==> src/rtl/alarm_pkg.sv <==
// Shared state encoding and default timing constants for the alarm sequencer.
package alarm_pkg;

  localparam int unsigned STATE_W         = 3;
  localparam int unsigned CNT_W           = 9;
  localparam int unsigned DEF_RING_SECS   = 60;
  localparam int unsigned DEF_SNOOZE_SECS = 300;

  typedef enum logic [STATE_W-1:0] {
    ST_RUN       = 3'd0,
    ST_SET_TIME  = 3'd1,
    ST_SET_ALARM = 3'd2,
    ST_RINGING   = 3'd3,
    ST_SNOOZE    = 3'd4
  } alarmState_e;

endpackage

==> src/rtl/sec_timer.sv <==
// Loadable down-counter stepped by the one-second tick; done marks a count of zero.
module sec_timer
  import alarm_pkg::*;
(
  input  logic             fiveMhz,
  input  logic             reset,
  input  logic             secTick,
  input  logic             load,
  input  logic [CNT_W-1:0] loadVal,
  output logic             done
);

  logic [CNT_W-1:0] count;

  always_ff @(posedge fiveMhz or negedge reset) begin
    if (!reset) begin
      count <= '0;
      done  <= 1'b0;
    end else if (load) begin
      count <= loadVal;
      done  <= (loadVal == '0);
    end else if (secTick && (count != '0)) begin
      count <= count - CNT_W'(1);
      done  <= (count == CNT_W'(1));
    end
  end

endmodule

==> src/rtl/alarm_sequencer.sv <==
// Alarm clock mode sequencer: time/alarm setting strobes, alarm ring and optional snooze.
// Define ALARM_SNOOZE_EN to build the snooze state; otherwise a press while ringing stops the alarm.
module alarm_sequencer
  import alarm_pkg::*;
#(
  parameter int unsigned RING_SECS   = DEF_RING_SECS,
  parameter int unsigned SNOOZE_SECS = DEF_SNOOZE_SECS
) (
  input  logic               fiveMhz,
  input  logic               reset,
  input  logic               secTick,
  input  logic               timeChange,
  input  logic               alarmChange,
  input  logic               alarmEnable,
  input  logic               minPress,
  input  logic               hourPress,
  input  logic [4:0]         curHour,
  input  logic [5:0]         curMin,
  input  logic [5:0]         curSec,
  input  logic [4:0]         alarmHour,
  input  logic [5:0]         alarmMin,
  output logic               timeMinInc,
  output logic               timeHourInc,
  output logic               alarmMinInc,
  output logic               alarmHourInc,
  output logic               clockHold,
  output logic               alarmOn,
  output logic               alarmEnabled,
  output logic               ringing,
  output logic [STATE_W-1:0] state
);

  if (RING_SECS == 0 || RING_SECS >= 2**CNT_W ||
      SNOOZE_SECS == 0 || SNOOZE_SECS >= 2**CNT_W) begin : gBadParams
    $error("alarm_sequencer: RING_SECS/SNOOZE_SECS must be in 1..511");
  end

  alarmState_e      stateQ;
  alarmState_e      nextState;
  logic             timerDone;
  logic             timerLoad;
  logic [CNT_W-1:0] timerLoadVal;
  logic             anyPress;
  logic             alarmMatch;

  logic timeMinIncD, timeHourIncD, alarmMinIncD, alarmHourIncD;
  logic clockHoldD, alarmOnD, ringingD;

  assign anyPress   = minPress | hourPress;
  assign alarmMatch = secTick && alarmEnable &&
                      (curHour == alarmHour) && (curMin == alarmMin) && (curSec == 6'd0);

  always_ff @(posedge fiveMhz or negedge reset) begin
    if (!reset) stateQ <= ST_RUN;
    else        stateQ <= nextState;
  end

  // Disabling the alarm beats a press, which beats counter expiry.
  always_comb begin
    nextState = stateQ;
    case (stateQ)
      ST_RUN: begin
        if (timeChange)       nextState = ST_SET_TIME;
        else if (alarmChange) nextState = ST_SET_ALARM;
        else if (alarmMatch)  nextState = ST_RINGING;
      end
      ST_SET_TIME:  if (!timeChange)  nextState = ST_RUN;
      ST_SET_ALARM: if (!alarmChange) nextState = ST_RUN;
      ST_RINGING: begin
        if (!alarmEnable) nextState = ST_RUN;
`ifdef ALARM_SNOOZE_EN
        else if (anyPress) nextState = ST_SNOOZE;
`else
        else if (anyPress) nextState = ST_RUN;
`endif
        else if (timerDone) nextState = ST_RUN;
      end
`ifdef ALARM_SNOOZE_EN
      ST_SNOOZE: begin
        if (!alarmEnable)   nextState = ST_RUN;
        else if (timerDone) nextState = ST_RINGING;
      end
`endif
      default: nextState = ST_RUN;
    endcase
  end

  always_comb begin
    timeMinIncD   = (stateQ == ST_SET_TIME)  && minPress;
    timeHourIncD  = (stateQ == ST_SET_TIME)  && hourPress;
    alarmMinIncD  = (stateQ == ST_SET_ALARM) && minPress;
    alarmHourIncD = (stateQ == ST_SET_ALARM) && hourPress;
    clockHoldD    = (nextState == ST_SET_TIME);
    ringingD      = (nextState == ST_RINGING);
    alarmOnD      = 1'b0;
    if (nextState == ST_RINGING) begin
      if (stateQ != ST_RINGING) alarmOnD = 1'b1;
      else if (secTick)         alarmOnD = ~alarmOn;
      else                      alarmOnD = alarmOn;
    end
    timerLoad    = (nextState == ST_RINGING) && (stateQ != ST_RINGING);
    timerLoadVal = CNT_W'(RING_SECS);
`ifdef ALARM_SNOOZE_EN
    if ((nextState == ST_SNOOZE) && (stateQ != ST_SNOOZE)) begin
      timerLoad    = 1'b1;
      timerLoadVal = CNT_W'(SNOOZE_SECS);
    end
`endif
  end

  always_ff @(posedge fiveMhz or negedge reset) begin
    if (!reset) begin
      timeMinInc   <= 1'b0;
      timeHourInc  <= 1'b0;
      alarmMinInc  <= 1'b0;
      alarmHourInc <= 1'b0;
      clockHold    <= 1'b0;
      alarmOn      <= 1'b0;
      ringing      <= 1'b0;
      alarmEnabled <= 1'b0;
    end else begin
      timeMinInc   <= timeMinIncD;
      timeHourInc  <= timeHourIncD;
      alarmMinInc  <= alarmMinIncD;
      alarmHourInc <= alarmHourIncD;
      clockHold    <= clockHoldD;
      alarmOn      <= alarmOnD;
      ringing      <= ringingD;
      alarmEnabled <= alarmEnable;
    end
  end

  assign state = stateQ;

  sec_timer uTimer (
    .fiveMhz (fiveMhz),
    .reset   (reset),
    .secTick (secTick),
    .load    (timerLoad),
    .loadVal (timerLoadVal),
    .done    (timerDone)
  );

endmodule

==> config.mk <==
export PLATFORM = sky130hd
export DESIGN_NAME = alarm_sequencer
export DESIGN_NICKNAME = d
export VERILOG_FILES = /design/src/rtl/alarm_pkg.sv /design/src/rtl/sec_timer.sv /design/src/rtl/alarm_sequencer.sv
export SDC_FILE = /design/constraint.sdc
export NUM_CORES = 1
export LEC_CHECK = 0
export ABC_AREA = 1
export ABC_CLOCK_PERIOD_IN_PS = 1400
export CORE_MARGIN = 1.5
export CORE_UTILIZATION = 40
export DETAILED_ROUTE_END_ITERATION = 16
export HOLD_SLACK_MARGIN = 0.15
export PLACE_DENSITY_LB_ADDON = 0.15
export SLEW_MARGIN = 20
export SYNTH_ARGS = -nofsm -noshare
export SYNTH_HDL_FRONTEND = slang
export SYNTH_SLANG_ARGS = --single-unit
==> constraint.sdc <==
create_clock -name fiveMhz -period 1.4 [get_ports fiveMhz]
set_clock_uncertainty 0.05 [all_clocks]
set_input_delay 0.28 -clock fiveMhz [delete_from_list [all_inputs] [get_ports fiveMhz]]
set_output_delay 0.28 -clock fiveMhz [all_outputs]
set_load 0.005 [all_outputs]
==> reports/metrics.yaml <==
floorplan:
  dieHeight_um: 59.3
  io_pins: 47
  core_area_mm2: 0.00303
  die_w_um: 59.3
  dieArea_mm2: 0.00351
  start_util_pct: 41.8
  std_cell_rows: 20
setup_path:
  slowest_stage: "dfrtp_1"
  crit_path_start_kind: "flip-flop"
  crit_required_ns: 1.56
  crit_top_cell: "buf_6"
  r2r.worst_path.cells: 10
  crit_path_max_incr_delay_ns: 0.42
  crit_fanout: 3
  criticalPathCategory: "flip-flop to flip-flop"
  cpLargestDelayFamily: "flip-flops"
  worstPathArrival_ns: 1.75
  crit_cells: 10
  worstSetupEndpointType: "flip-flop"
  crit_chain: "inv_2 -> ha_4 -> nand2_4 -> nor2_4 -> a21boi_4 -> buf_6 -> buf_6 -> nand2_2 -> xor2_1 -> nand2_1"
  critPathBufInv: 3
drt:
  drt_wl_total_um: 3680
  drc: 0
  vias: 1338
  drt_iter0_drc: 50
  drtPass1Iterations: 4
  antenna_left: 0
  viasPerCell: 4.49
  wl_per_cell_um: 12.4
power:
  p_per_area_mw_per_mm2: 1100
  total_power_mw: 2.38
  leakage_nw: 1.19
  ir_drop_uv: 1010
synthesis:
  yosys_register_bits: 21
  postSynthCellCount: 170
  yosysTopAreaCell: "dfrtp_1"
  syn_nets: 208
  synth_warnings: 0
  syn_area_mm2: 0.00127
  yosys-top-cells-area: "dfrtp_1, nand2_1, inv_1"
  seq_area_frac_synth_pct: 41.5
  synth_top_area_share_pct: 41.5
  syn_avg_cell_area_um2: 7.45
  synth.distinct_cells: 23
sta:
  max_freq_mhz: 629
  period_needed_ns: 1.59
  drv_slew: 0
  timing.hold.ws_ns: 0.244
  setup_slack_ns: -0.189
  rsz0062_at_grt: "yes"
  setup_violations: 8
  min_period_over_period_pct: 114
  finalHoldViolCount: 0
  tns_ns: -0.955
run_status:
  status: "finished with violations"
  violations: "negative setup slack"
layout:
  layout.nets: 293
  syn_to_final_growth_pct: 70.0
  drive_gt1_share_pct: 29.9
  final_common_cell: "nand2_1"
  antenna_cells: 0
  layout_common_cells: "nand2_1, dlygate4sd2_1, inv_1"
grt:
  grt_max_degree: 22
  grt_pass1_vias: 1360
  grt_pass1_wl_um: 5860
  grtUsageTotal_pct: 22.0
  antenna_found_initial: 0
  grt-ovfl-total: 0
clocking:
  hold_buffers: 0
  cts_buffers: 3
  clk_path_buf_depth: 2
  clk_pin_slew_worst_paths_ns: 0.13
  cts_tree: "yes"
  root_buffer: "clkbuf_4"
  cts.sinks: 21
  htreeDepth: 1
  insertion_delay_ns: 0.30
placed_design:
  portBuffers: 46
  dp_hpwl_um: 2610
  post-place-ws_ns: -0.555
  gp_routability_congestion: 0.864
min_path:
  hp-class: "primary input to asynchronous set/reset pin"
run:
  cap_violations: 0
==> cells in the mapped netlist, drive strengths merged <==
cell type  number
conb            1
nand2          53
nor3b           1
a21boi          1
a41oi           1
inv            35
nor2           26
o31ai           1
nand3          10
dfrtp          21
nand4           2
a21oi           2
xnor2           5
xor2            4
o21ai           2
ha              2
nor3            3
==> power breakdown <==
part / total, mW / internal, mW / leakage, nW / switching [mW]
Combinational: 1.21 / 0.629 / 0.905 / 0.583
Clock: 0.300 / 0.106 / 0.0177 / 0.194
Sequential: 0.865 / 0.747 / 0.267 / 0.117
Total: 2.38 / 1.48 / 1.19 / 0.894
==> area by class of cell <==
class | count | area, um^2
Timing Repair Buffer | 79 | 676
Inverter | 35 | 134
Sequential cell | 21 | 527
Tap cell | 44 | 55.1
Clock buffer | 3 | 22.5
Clock inverter | 1 | 5.00
Fill cell | 253 | 876
Multi-Input combinational cell | 115 | 733
==> kinds of logic after synthesis <==
kind of cell    share of synthesized area (%)
compound gates                           4.35
xor+xnor                                 6.22
fa+ha+maj                                1.98
buf+inv                                  10.4
flops                                    41.5
other cells                             0.296
simple gates                             35.3
==> registers in the layout, summed over array words and instances (netlist names) <==
signal        count
alarmOn           1
clockHold         1
timeHourInc       1
uTimer.count      9
ringing           1
uTimer.done       1
alarmMinInc       1
alarmHourInc      1
state             3
timeMinInc        1
alarmEnabled      1
==> path summary, 6_finish.rpt <==
check	start	endpoint	slack, ns
worst min register to register	state[2]	clockHold	0.53
worst min-delay path	reset	uTimer.count[1]	0.24
worst max register to register	uTimer.count[1]	uTimer.count[2]	-0.19
max in group asynchronous	reset	state[1]	0.81
worst max-delay path	uTimer.count[1]	uTimer.count[2]	-0.19
min in group fiveMhz	alarmEnable	alarmEnabled	0.31
==> per-layer routing <==
metal	GRT usage, %	vias to the layer above	wire [um]
met5	0	-	0
met4	5.52	0	8
met3	2.62	2	194
met2	42.9	47	2040
met1	24.7	614	1440
li1	-	675	-
==> through the flow <==
| step | util, % | cell area, um^2 | std cells |
|---|---|---|---|
| after floorplan | - | 1280 | 170 |
| after global placement | 64.2 | 1940 | 280 |
| after detailed placement | 64.2 | 1940 | 280 |
| after CTS | 69.4 | 2100 | 293 |
| after global routing | 71.1 | 2150 | 298 |
| final | 71.1 | 2150 | 298 |
==> what timing repair did <==
item,4_1_cts,5_1_grt
endpoints found under the setup margin,23,11
cloned,1,0
gates resized for setup,72,5
pin swaps,35,14
buffers inserted,9,5
Power figures use the tool's default switching activity.
